File: src/rtl/mem_a_pkg.sv
// -----------------------------------------------------------------------------
// mem_a_pkg
// Shared definitions for the A-operand memory bank sequencer.
//   mem_a_state_t : sequencer state encoding (IDLE, LOAD, STREAM, DONE)
//   mem_a_state_name : printable state name, handy in debug views
// -----------------------------------------------------------------------------
package mem_a_pkg;

  typedef enum logic [1:0] {
    IDLE   = 2'd0,
    LOAD   = 2'd1,
    STREAM = 2'd2,
    DONE   = 2'd3
  } mem_a_state_t;

  function automatic string mem_a_state_name(input mem_a_state_t s);
    case (s)
      IDLE:    return "IDLE";
      LOAD:    return "LOAD";
      STREAM:  return "STREAM";
      DONE:    return "DONE";
      default: return "????";
    endcase
  endfunction

endpackage

File: src/rtl/mem_a_seq_counter.sv
// -----------------------------------------------------------------------------
// mod_counter
// Clearable enable counter with a terminal-count flag.
//   clk   in  clock
//   rst_n in  asynchronous active-low reset (count -> 0)
//   clr   in  synchronous clear, wins over en
//   en    in  count enable; wraps naturally at 2**W
//   cnt   out current count
//   tc    out high while cnt == MAX
// -----------------------------------------------------------------------------
module mod_counter #(
  parameter int W   = 3,
  parameter int MAX = 7
) (
  input  logic         clk,
  input  logic         rst_n,
  input  logic         clr,
  input  logic         en,
  output logic [W-1:0] cnt,
  output logic         tc
);

  logic [W-1:0] cnt_reg;
  logic [W-1:0] cnt_next;

  always_comb begin
    cnt_next = cnt_reg;
    if (clr) begin
      cnt_next = '0;
    end else if (en) begin
      cnt_next = cnt_reg + W'(1);
    end
  end

  always_ff @(posedge clk or negedge rst_n) begin
    if (!rst_n) begin
      cnt_reg <= '0;
    end else begin
      cnt_reg <= cnt_next;
    end
  end

  assign cnt = cnt_reg;
  assign tc  = (cnt_reg == W'(MAX));

endmodule

File: src/rtl/mem_a_seq.sv
// -----------------------------------------------------------------------------
// mem_a_seq
// Sequencer for the systolic array's A-operand memory bank. Accepts a DIM x DIM
// tile one row per valid/ready handshake, writes each row into the bank at its
// row index, then enables the bank for 2*DIM-1 cycles (DIM columns plus DIM-1
// cycles of skew drain) and pulses done.
//   clk        in   clock
//   rst_n      in   asynchronous active-low reset
//   start      in   begin a tile (only looked at in IDLE)
//   abort      in   synchronous abort back to IDLE, highest priority
//   row_valid  in   producer row valid
//   row_data   in   producer row, DIM signed elements of BITS_AB
//   row_ready  out  high throughout LOAD
//   mem_wr_en  out  bank WrEn, high on an accepted row
//   mem_row    out  bank Arow, row index of the accepted row
//   mem_ain    out  bank Ain, row_data passed through on an accepted row
//   mem_en     out  bank en, high throughout STREAM
//   stream_cnt out  cycle index within STREAM (0 .. 2*DIM-2)
//   busy       out  state != IDLE
//   done       out  one-cycle completion pulse
// -----------------------------------------------------------------------------
module mem_a_seq
  import mem_a_pkg::*;
#(
  parameter int BITS_AB = 8,
  parameter int DIM     = 8
) (
  input  logic                                clk,
  input  logic                                rst_n,
  input  logic                                start,
  input  logic                                abort,
  input  logic                                row_valid,
  input  logic signed [DIM-1:0][BITS_AB-1:0]  row_data,
  output logic                                row_ready,
  output logic                                mem_wr_en,
  output logic        [$clog2(DIM)-1:0]       mem_row,
  output logic signed [DIM-1:0][BITS_AB-1:0]  mem_ain,
  output logic                                mem_en,
  output logic        [$clog2(2*DIM)-1:0]     stream_cnt,
  output logic                                busy,
  output logic                                done
);

  localparam int ROW_W    = $clog2(DIM);
  localparam int STREAM_W = $clog2(2*DIM);
  localparam int ROW_MAX    = DIM - 1;
  localparam int STREAM_MAX = 2*DIM - 2;

  mem_a_state_t state_reg;
  mem_a_state_t state_next;

  logic [ROW_W-1:0]    row_cnt;
  logic                row_last;
  logic                row_clr;
  logic [STREAM_W-1:0] stream_cnt_q;
  logic                stream_last;
  logic                stream_clr;
  logic                stream_en;
  logic                row_accept;

  // Handshake: row_ready is exactly "in LOAD", so acceptance reduces to this.
  assign row_accept = (state_reg == LOAD) && row_valid;

  // ---------------------------------------------------------------------------
  // Counters
  // ---------------------------------------------------------------------------
  // row_cnt is held at zero outside LOAD, so every LOAD starts from row 0 and
  // an abort leaves no stale index behind.
  assign row_clr = abort || (state_reg != LOAD);

  mod_counter #(
    .W   (ROW_W),
    .MAX (ROW_MAX)
  ) u_row_cnt (
    .clk   (clk),
    .rst_n (rst_n),
    .clr   (row_clr),
    .en    (row_accept),
    .cnt   (row_cnt),
    .tc    (row_last)
  );

  // stream_cnt is held at zero outside STREAM and is cleared on its final
  // cycle so that DONE and IDLE present zero rather than a one-past value.
  assign stream_en  = (state_reg == STREAM);
  assign stream_clr = abort || (state_reg != STREAM) || stream_last;

  mod_counter #(
    .W   (STREAM_W),
    .MAX (STREAM_MAX)
  ) u_stream_cnt (
    .clk   (clk),
    .rst_n (rst_n),
    .clr   (stream_clr),
    .en    (stream_en),
    .cnt   (stream_cnt_q),
    .tc    (stream_last)
  );

  // ---------------------------------------------------------------------------
  // FSM
  // ---------------------------------------------------------------------------
  always_ff @(posedge clk or negedge rst_n) begin
    if (!rst_n) begin
      state_reg <= IDLE;
    end else begin
      state_reg <= state_next;
    end
  end

  always_comb begin
    state_next = state_reg;
    case (state_reg)
      IDLE: begin
        if (start) begin
          state_next = LOAD;
        end
      end
      LOAD: begin
        if (row_accept && row_last) begin
          state_next = STREAM;
        end
      end
      STREAM: begin
        if (stream_last) begin
          state_next = DONE;
        end
      end
      DONE: begin
        state_next = IDLE;
      end
      default: begin
        state_next = IDLE;
      end
    endcase
    // Abort overrides every transition, including the last LOAD acceptance
    // and start-in-IDLE.
    if (abort) begin
      state_next = IDLE;
    end
  end

  // ---------------------------------------------------------------------------
  // Output decode
  // ---------------------------------------------------------------------------
  always_comb begin
    row_ready = 1'b0;
    mem_en    = 1'b0;
    busy      = 1'b0;
    done      = 1'b0;
    case (state_reg)
      IDLE: begin
        busy = 1'b0;
      end
      LOAD: begin
        row_ready = 1'b1;
        busy      = 1'b1;
      end
      STREAM: begin
        mem_en = 1'b1;
        busy   = 1'b1;
      end
      DONE: begin
        done = 1'b1;
        busy = 1'b1;
      end
      default: begin
        busy = 1'b0;
      end
    endcase
  end

  // Write pins are zero unless a row is actually being accepted, so the bank
  // never sees a spurious address or data value on gap cycles.
  assign mem_wr_en  = row_accept;
  assign mem_row    = row_accept ? row_cnt : '0;
  assign stream_cnt = stream_cnt_q;

  for (genvar gi = 0; gi < DIM; gi++) begin : g_ain
    assign mem_ain[gi] = row_accept ? row_data[gi] : '0;
  end

endmodule

File: config.mk
export PLATFORM = sky130hd
export DESIGN_NAME = mem_a_seq
export DESIGN_NICKNAME = d
export VERILOG_FILES = /design/src/rtl/mem_a_pkg.sv /design/src/rtl/mem_a_seq_counter.sv /design/src/rtl/mem_a_seq.sv
export SDC_FILE = /design/constraint.sdc
export NUM_CORES = 1
export LEC_CHECK = 0
export CAP_MARGIN = 15
export CORE_MARGIN = 2
export CORE_UTILIZATION = 22
export DETAILED_ROUTE_END_ITERATION = 8
export PLACE_DENSITY_LB_ADDON = 0.15
export SLEW_MARGIN = 10
export SYNTH_ARGS = -nofsm -noshare
export SYNTH_HDL_FRONTEND = slang
export SYNTH_HIERARCHICAL = 1
export SYNTH_SLANG_ARGS = --single-unit
File: constraint.sdc
create_clock -name clk -period 1.6 [get_ports clk]
set_input_delay 0.32 -clock clk [delete_from_list [all_inputs] [get_ports clk]]
set_output_delay 0.32 -clock clk [all_outputs]
set_load 0.005 [all_outputs]
[After elaboration in Yosys (flattened, before gate mapping)]
Index checks and enable logic that the tools add are counted.
Word-level totals
  input bits: 69
  latch bits: 0
  RAM bits: 0
  word-level logic and storage cells: 47
  memories: 0
  memory bits (read-only): 0
  bits in registers: 9
  output and inout port bits: 76
Cells by class
  bitwise gates (word level): 0
  reduce and logical (&&, ||, !) cells: 10
  $mul: 0
  equality and inequality tests: 10
  add/sub/neg operators: 2
  shift-type cells: 0
  mux-type cells: 22
  $lt $le $gt $ge: 0
  div/mod/pow operators: 0
Operators by type and width (number)
  two-way mux 8 bit: 8
  two-way mux 3 bit: 3
  two-way mux 2 bit: 4
  two-way mux 4 bit: 2
  one-hot mux 2 bit (4 select lines): 1
  inequality test 3 bit (second input constant): 2
  adder 4 x 1 -> 4 bit (second input constant): 1
  equality test 2 bit (second input constant): 2
  equality test 4 bit (second input constant): 1
  nonzero test 2 bit: 2
  adder 3 x 1 -> 3 bit (second input constant): 1
  equality test 3 bit (second input constant): 1
  logical OR 1 bit: 3
  two-way mux 1 bit: 3
  inequality test 3 x 2 -> 1 bit (second input constant): 1
  AND reduction 3 bit: 1
  OR reduction 3 bit: 1
  equality test 2 x 1 -> 1 bit (second input constant): 1
  logical AND 1 bit: 2
  logical NOT 2 bit: 1
  inequality test 2 x 1 -> 1 bit (second input constant): 1
  inequality test 2 bit (second input constant): 1
  one-hot mux 1 bit (2 select lines): 1

[Depth between registers and ports, before layout]
Gate-level depths: netlist of the first run.
  depth in word-level cells: 6
  gate-level depth with buffers: 6
  mapped depth without buffers: 6

[Modules after synthesis]
Netlist of the first run, hierarchy kept.
Modules (own cells, without submodules)
  mem_a_seq: area each 689.4 um^2, cells each 101, times used 1
  mod_counter (u_stream_cnt): area each 220.2 um^2, cells each 20, times used 1
  mod_counter (u_row_cnt): area each 140.1 um^2, cells each 11, times used 1

[Least setup slack after synthesis of the first run]
Ideal clock, no wire load.
  kind: reg2reg
  start: reg state_reg[0]
  end: reg u_stream_cnt.cnt_reg[3] (netlist: u_stream_cnt/cnt[3])
  arrival: 1507 ps
  cell stages (with the launch flop): 7
  required time: 1536 ps
  library setup time: 64 ps
  slack: 29 ps
  path buffers: 0
  cells stage by stage: dfrtp_1 -> inv_1 -> ha_1 -> inv_1 -> or3_1 -> nor2b_1 -> mux2_4
On the way
  longest elaborated chain between the ends: 4
Ends and longest elaborated chain
  from (decl): RTL line mem_a_seq.sv:49  | mem_a_state_t state_reg;
  from (signal assigned): RTL line mem_a_seq.sv:107  | state_reg <= state_next;
  inequality test 2 bit *: RTL line mem_a_seq.sv:86  | assign stream_clr = abort || (state_reg != STREAM) || stream_last;
  logical OR 1 bit * (2 in a row): RTL line mem_a_seq.sv:86
  via stream_clr: RTL line mem_a_seq.sv:57  | logic stream_clr;
  two-way mux 4 bit or nonzero test 2 bit (tied branches)
  to (signal assigned): RTL line mem_a_seq_counter.sv:39  | cnt_reg <= cnt_next;
  to (decl): RTL line mem_a_seq_counter.sv:23  | logic [W-1:0] cnt_reg;
Mark *: on every way through the listed nets, which the timed path passes. The rest lies on a longest branch.
A chain may end at the register's enable or synchronous reset.

==> impl_results.md, run 1 <==
- Largest net degree at the start of global routing: 24
- End of the worst register-to-register path: state_reg[1]
- CP Capture Type: output port
- Required @ worst endpoint: around 1.3 ns
- Synth Register Bits: 9
- Crit path DAT: 1.44 ns
- FF-to-FF path depth: 8
- DR pass1 iterations: 2
- Syn Nets: between 200 and 250
- Core Area: ~4700 sq um
- Total die area: between 5000 and 6000 sq um
- Worst-case clock buffer depth: 2
- Hold-fix buffers, CTS: 0
- Root Buffer: clkbuf_8
- Overall Global Routing Usage: about a fifth
- Worst Setup Start Kind: flip-flop
- Mapped Cells: approximately 130
- Int Power: 1970 uW
- # fillers: approximately 410
- PortBufs: roughly 140
- Max FFs per register: 4
- Sequential power share: about a tenth
- RSZ-0062 raised after global routing: yes
- Setup WS post-layout: -0.162 ns
- Slew HR: a little under three quarters
- Worst-path clk slew: ~0.040 ns
- Failing checks: setup timing
- Switching part of the total: 32.6%
- Initial antenna violation count: 0
- Comb pwr share: 81.7%
- Die Y: 73.1 um
- Via count: 1669
- Switch Pwr: between 900 and 1000 uW
- Status: finished, violations left
- I/O pin count: ~150
- Synthesized cell area: 1050 sq um
- Rows: 25
- R2R setup slack: -0.10 ns
- Worst-Margin Slew: around 0.43 ns
- Final Setup Violations: 72
- DR WL/cell: 16.6 um
- Lkg Pwr: ~0.0016 uW
- Post-synth cell types: 25
- Initial Util: ~23%
- Share of post-route cells with drive strength above 1: between 50% and 60%
- Vias per std cell: about 4.7
- NumNets Final: approximately 380
- H-tree depth: 1
- Final period util: 110%
- Area grow syn2layout: 193%
- Post-detailed-route count of antenna-violating nets: 0
- Antenna diodes: 0
- Sequential area share after synthesis: 21.5%
- Fmax: roughly 570 MHz
- Number of global-route vias before repair: 1559
- Dpl hpwl: about 4000 um
- Clk_lat worst skew: approximately 0.23 ns
- Clk pwr share: under 10%
- Post-route DRC: 0
- Worst-path fanout max: 6
- PwrDens: between 900 and 1000 nW/um^2
- Max cap viols: 0
- Worst Skew: 0.000324 ns
- Total of warnings raised by yosys: 6
- Final Hold Viols: 0
- Max-slew violations: 0
- First-pass GRT wire length: between 8000 and 9000 um
- Hold Slack: about 0.40 ns
- Crit path time final: 1.76 ns
- Maximum vdd drop: around 760 uV
- Die Wd: about 73 um
- Reg-to-reg startpoint: state_reg[0]
- TritonCTS buffer count: 3
- Clock Sinks: 9
- CTS tree: yes
- Core Util, Final: between 60% and 70%
- Global route overflow: 0
- Setup CP Type: flip-flop to output port
- Syn_area_per_cell: a little under 8 sq um
- Initial drt markers: 34
- GP Congestion: around 0.74
- Drt total wl: about 5900 um
- Hold crit path type: input pin to asynchronous set/reset pin
what timing repair did:
action	CTS	global route
setup endpoints to repair	75	74
buffers inserted	12	3
pin swaps	2	2
cloned	7	0
gates resized for setup	353	30
synthesized netlist by cell type:
library cell | count | area (sq um)
a31oi_1 | 1 | 6.26
a21oi_1 | 2 | 10.0
and3_1 | 64 | 400
clkbuf_1 | 4 | 15.0
mux2_4 | 1 | 15.0
nand2b_1 | 4 | 25.0
mux2i_1 | 3 | 30.0
inv_1 | 5 | 18.8
dfrtp_1 | 9 | 225
or2b_1 | 1 | 7.51
xnor2_1 | 2 | 17.5
nor2b_1 | 1 | 6.26
a21bo_2 | 1 | 10.0
and2_1 | 1 | 6.26
clkbuf_2 | 4 | 20.0
nand3b_1 | 1 | 7.51
and3_2 | 4 | 30.0
a21bo_1 | 1 | 10.0
buf_2 | 6 | 30.0
nand4_1 | 1 | 6.26
o21a_1 | 1 | 7.51
or3_1 | 1 | 6.26
o221a_4 | 1 | 20.0
nor2_1 | 5 | 18.8
ha_1 | 8 | 100
logic make-up after synthesis:
kind of cell | share of synthesized area [%]
and+or+nand+nor | 49.0
buffers and inverters | 7.99
DFF | 21.5
adders and majority gates | 9.54
AOI/OAI and AO/OA | 6.08
muxes | 4.29
xor gates and xnor gates | 1.67
cells in the final DEF (no fill, tap or decap), types with 2 or more instances in the layout:
master | Yosys | final
buf_12 | 0 | 3
a21oi_1 | 2 | 2
clkdlybuf4s50_1 | 0 | 71
clkdlybuf4s15_1 | 0 | 2
nor2_1 | 5 | 4
and3_1 | 64 | 31
nand2b_1 | 4 | 4
ha_1 | 8 | 5
inv_1 | 5 | 2
xnor2_1 | 2 | 2
inv_2 | 0 | 3
buf_16 | 0 | 5
buf_4 | 0 | 17
dfrtp_1 | 9 | 9
mux2i_1 | 3 | 3
ha_4 | 0 | 2
buf_2 | 6 | 35
buf_6 | 0 | 42
clkbuf_8 | 0 | 3
and3_4 | 0 | 37
metal layers:
metal / up-vias / global-route usage, % / wire length, um
met4: 0 / 3.91 / 49
met3: 4 / 3.87 / 380
met5: - / 0 / 0
met1: 791 / 23.6 / 2280
met2: 67 / 38.8 / 3180
li1: 807 / - / -
final cells by class:
class	instances	area, sq um	area share, %
repair buffers	178	1760	57.2
multi-input cells	104	958	31.2
flip-flops and latches	9	225	7.32
well taps	54	67.6	2.20
clock buffers	4	45.0	1.46
inverters	5	18.8	0.610
per-stage QoR:
step                std cells  power, uW  worst slack (ns)  TNS [ns]  cell area (sq um)
global placement          331       1790            -0.526    -32.33               2640
detailed placement        331       1790            -0.520    -32.35               2640
global route              354       3110            -0.196    -10.17               3080
floorplan                 132        874            0.0291         0               1050
finish                    354       2910            -0.162     -6.67               3080
CTS                       354       2880            -0.179    -10.47               2960
worst max-delay path, stage by stage (launching register included):
cell and delay, ns:
dfrtp_1 0.40, ha_4 0.18, buf_6 0.11, buf_6 0.12, buf_16 0.13, and3_4 0.14, buf_6 0.11
power groups by stage:
| stage | clock [uW] | sequential, uW | combinational, uW |
|---|---|---|---|
| 2_1_floorplan | 0 | 276 | 598 |
| 3_3_place_gp | 0 | 268 | 1520 |
| 3_5_place_dp | 0 | 269 | 1530 |
| 4_1_cts | 266 | 271 | 2340 |
| 5_1_grt | 284 | 274 | 2550 |
| 6_report | 261 | 272 | 2380 |
how the worst max path moves through the flow:
| stage | start | to | slack, ns | cells after the start |
|---|---|---|---|---|
| floorplan | state_reg[0] | u_stream_cnt/cnt[3] | 0.03 | 6 |
| global placement | row_valid | mem_ain[22] | -0.53 | 4 |
| CTS | state_reg[0] | mem_ain[3] | -0.18 | 6 |
| detailed placement | row_valid | mem_ain[22] | -0.52 | 4 |
| finish | state_reg[0] | mem_ain[56] | -0.16 | 6 |
| global route | state_reg[0] | mem_ain[56] | -0.20 | 6 |
(Power assumes the default switching activity.)
==> run 2: changes to the inputs <==
--- a/config.mk
+++ b/config.mk
@@ -6,10 +6,12 @@
 export NUM_CORES = 1
 export LEC_CHECK = 0
 export CAP_MARGIN = 15
+export CORE_ASPECT_RATIO = 0.9
 export CORE_MARGIN = 2
 export CORE_UTILIZATION = 22
 export DETAILED_ROUTE_END_ITERATION = 8
 export PLACE_DENSITY_LB_ADDON = 0.15
+export SETUP_SLACK_MARGIN = 0.1
 export SLEW_MARGIN = 10
 export SYNTH_ARGS = -nofsm -noshare
 export SYNTH_HDL_FRONTEND = slang
==> impl_results.md, run 2 (same netlist as run 1, synthesis figures left out) <==
- Hold Slack: just under 0.4 ns
- Core Area: roughly 4500 sq um
- Int Power: around 1900 uW
- Crit path DAT: 1.49 ns
- Worst Setup Start Kind: flip-flop
- Clk pwr share: a little under 10%
- Root Buffer: clkbuf_8
- Die Y: 69.5 um
- CP cell instances: ha_4, buf_4, buf_16, and3_1, clkdlybuf4s15_2
- Largest net degree at the start of global routing: 36
- Max-slew violations: 0
- PortBufs: 144
- Top routing layer in use: met4
- Clk_lat worst skew: around 0.24 ns
- Reg-to-reg startpoint: state_reg[0]
- Switching part of the total: about a third
- Dpl hpwl: 4400 um
- Post-route DRC: 0
- GP Congestion: roughly 0.74
- Switch Pwr: approximately 960 uW
- I/O pin count: about 150
- DR pass1 iterations: 4
- Clock Sinks: 9
- Comb pwr share: between 80 and 90%
- Die Wd: roughly 77 um
- Setup WS post-layout: -0.215 ns
- Worst-path fanout max: 8
- Hold crit path type: input pin to asynchronous set/reset pin
- Worst Skew: roughly 0.0011 ns
- Core Util, Final: between 60% and 70%
- Failing checks: setup timing
- DR WL/cell: 17.8 um
- Wl on met1: approximately 2500 um
- Maximum vdd drop: 527 uV
- Sequential power share: under 10%
- Worst-path clk slew: about 0.050 ns
- Largest stage delay on the critical path: around 0.41 ns
- Global route overflow: 0
- Crit path time final: around 1.8 ns
- NumNets Final: around 380
- Vias per std cell: between 4 and 5
- PwrDens: between 900 and 1000 nW/um^2
- Status: finished, violations left
- Initial drt markers: 52
- Worst-Margin Slew: ~0.44 ns
- H-tree depth: 1
- Max cap viols: 0
- Drt total wl: 6480 um
- Most frequent cells in the layout: 69 x clkdlybuf4s50_1, 46 x and3_1, 39 x buf_2
- TritonCTS buffer count: 3
- Slew HR: 70.8%
- Overall Global Routing Usage: between 20% and 30%
- Final Hold Viols: 0
- Max FFs per register: 4
- Slowest CP cell: dfrtp_1
- Lkg Pwr: 0.00157 uW
- Share of post-route cells with drive strength above 1: about 49%
- First-pass GRT wire length: between 9000 and 10000 um
- Area grow syn2layout: 182%
- Required @ worst endpoint: between 1 and 1.5 ns
- Total die area: between 5000 and 6000 sq um
- Post-detailed-route count of antenna-violating nets: 0
- Fmax: 551 MHz
- End of the worst register-to-register path: state_reg[1]
- Final setup TNS: -9.56 ns
- # fillers: 409
- Final Setup Violations: 72
- Rows: 23
- Via count: 1674
- CP Capture Type: output port
- Met2 wire len: 3630 um
- RSZ-0062 raised after global routing: yes
- Antenna diodes: 0
- Met3 wire length: roughly 300 um
- Most common cell after layout, fill and taps aside: clkdlybuf4s50_1
- FF-to-FF path depth: 7
- R2R setup slack: -0.06 ns
- Worst-case clock buffer depth: 2
- Number of global-route vias before repair: around 1600
- Setup CP Type: flip-flop to output port
- Initial Util: between 20% and 30%
- CTS tree: yes
- Initial antenna violation count: 0
- Final period util: 113%
-- run 2: cell types whose count changed in the layout (fill, tap and decap cells not counted), sizes merged --
cell | previous run | this run
clkbuf | 4 | 11
buf | 103 | 91
dlygate4sd2 | 1 | 3
clkdlybuf4s50 | 71 | 69
clkdlybuf4s15 | 2 | 9
bufbuf | 1 | 0
-- run 2: power groups by stage --
stage / sequential (uW) / clock, uW / combinational [uW]
final: 273 / 274 / 2270
after global routing: 274 / 294 / 2440
after CTS: 270 / 278 / 2150
after detailed placement: 268 / 0 / 1580
after global placement: 268 / 0 / 1570
after floorplan: 276 / 0 / 604
-- run 2: through the flow --
step / cell area (sq um) / std cells / setup WS [ns] / total power, uW
6_report: 2960 / 363 / -0.215 / 2810
5_1_grt: 2960 / 363 / -0.272 / 3010
4_1_cts: 2820 / 361 / -0.245 / 2700
3_5_place_dp: 2650 / 338 / -0.513 / 1840
3_3_place_gp: 2650 / 338 / -0.503 / 1840
2_1_floorplan: 1050 / 132 / 0.0857 / 881
-- run 2: how the worst max path moves through the flow --
stage	start	end	slack [ns]	cells past startpoint
after global routing	state_reg[1]	mem_ain[18]	-0.27	6
after global placement	row_valid	mem_ain[46]	-0.50	4
after floorplan	state_reg[0]	u_stream_cnt/cnt[3]	0.09	6
final	state_reg[0]	mem_ain[25]	-0.21	5
after detailed placement	row_valid	mem_ain[63]	-0.51	4
after CTS	state_reg[1]	mem_ain[14]	-0.24	7
-- run 2: layout make-up --
cell class	instances	area (sq um)	area share, %
timing repair buffer	179	1690	57.0
multi-input combinational	104	902	30.5
sequential	9	225	7.61
tap	62	77.6	2.62
clock buffer	4	45.0	1.52
inverter	5	23.8	0.803
-- run 2: routing by layer --
metal  track usage, %  vias to the layer above
met5                0                        -
met4             6.26                        0
met3             2.99                        8
met2             43.3                       70
met1             26.1                      787
li1                 -                      809
-- run 2: critical path: cells and delay by family, from the launching register on --
kind	cells	cell delay (ns)
DFF	1	0.41
and+or+nand+nor	1	0.15
adders and majority gates	1	0.20
buffers and inverters	3	0.51
-- run 2: what timing repair did --
action,4_1_cts,5_1_grt
hold buffers,0,0
pin swaps,2,3
setup buffers,16,4
cloned,5,1
setup endpoints to repair,81,82
gates resized for setup,304,41
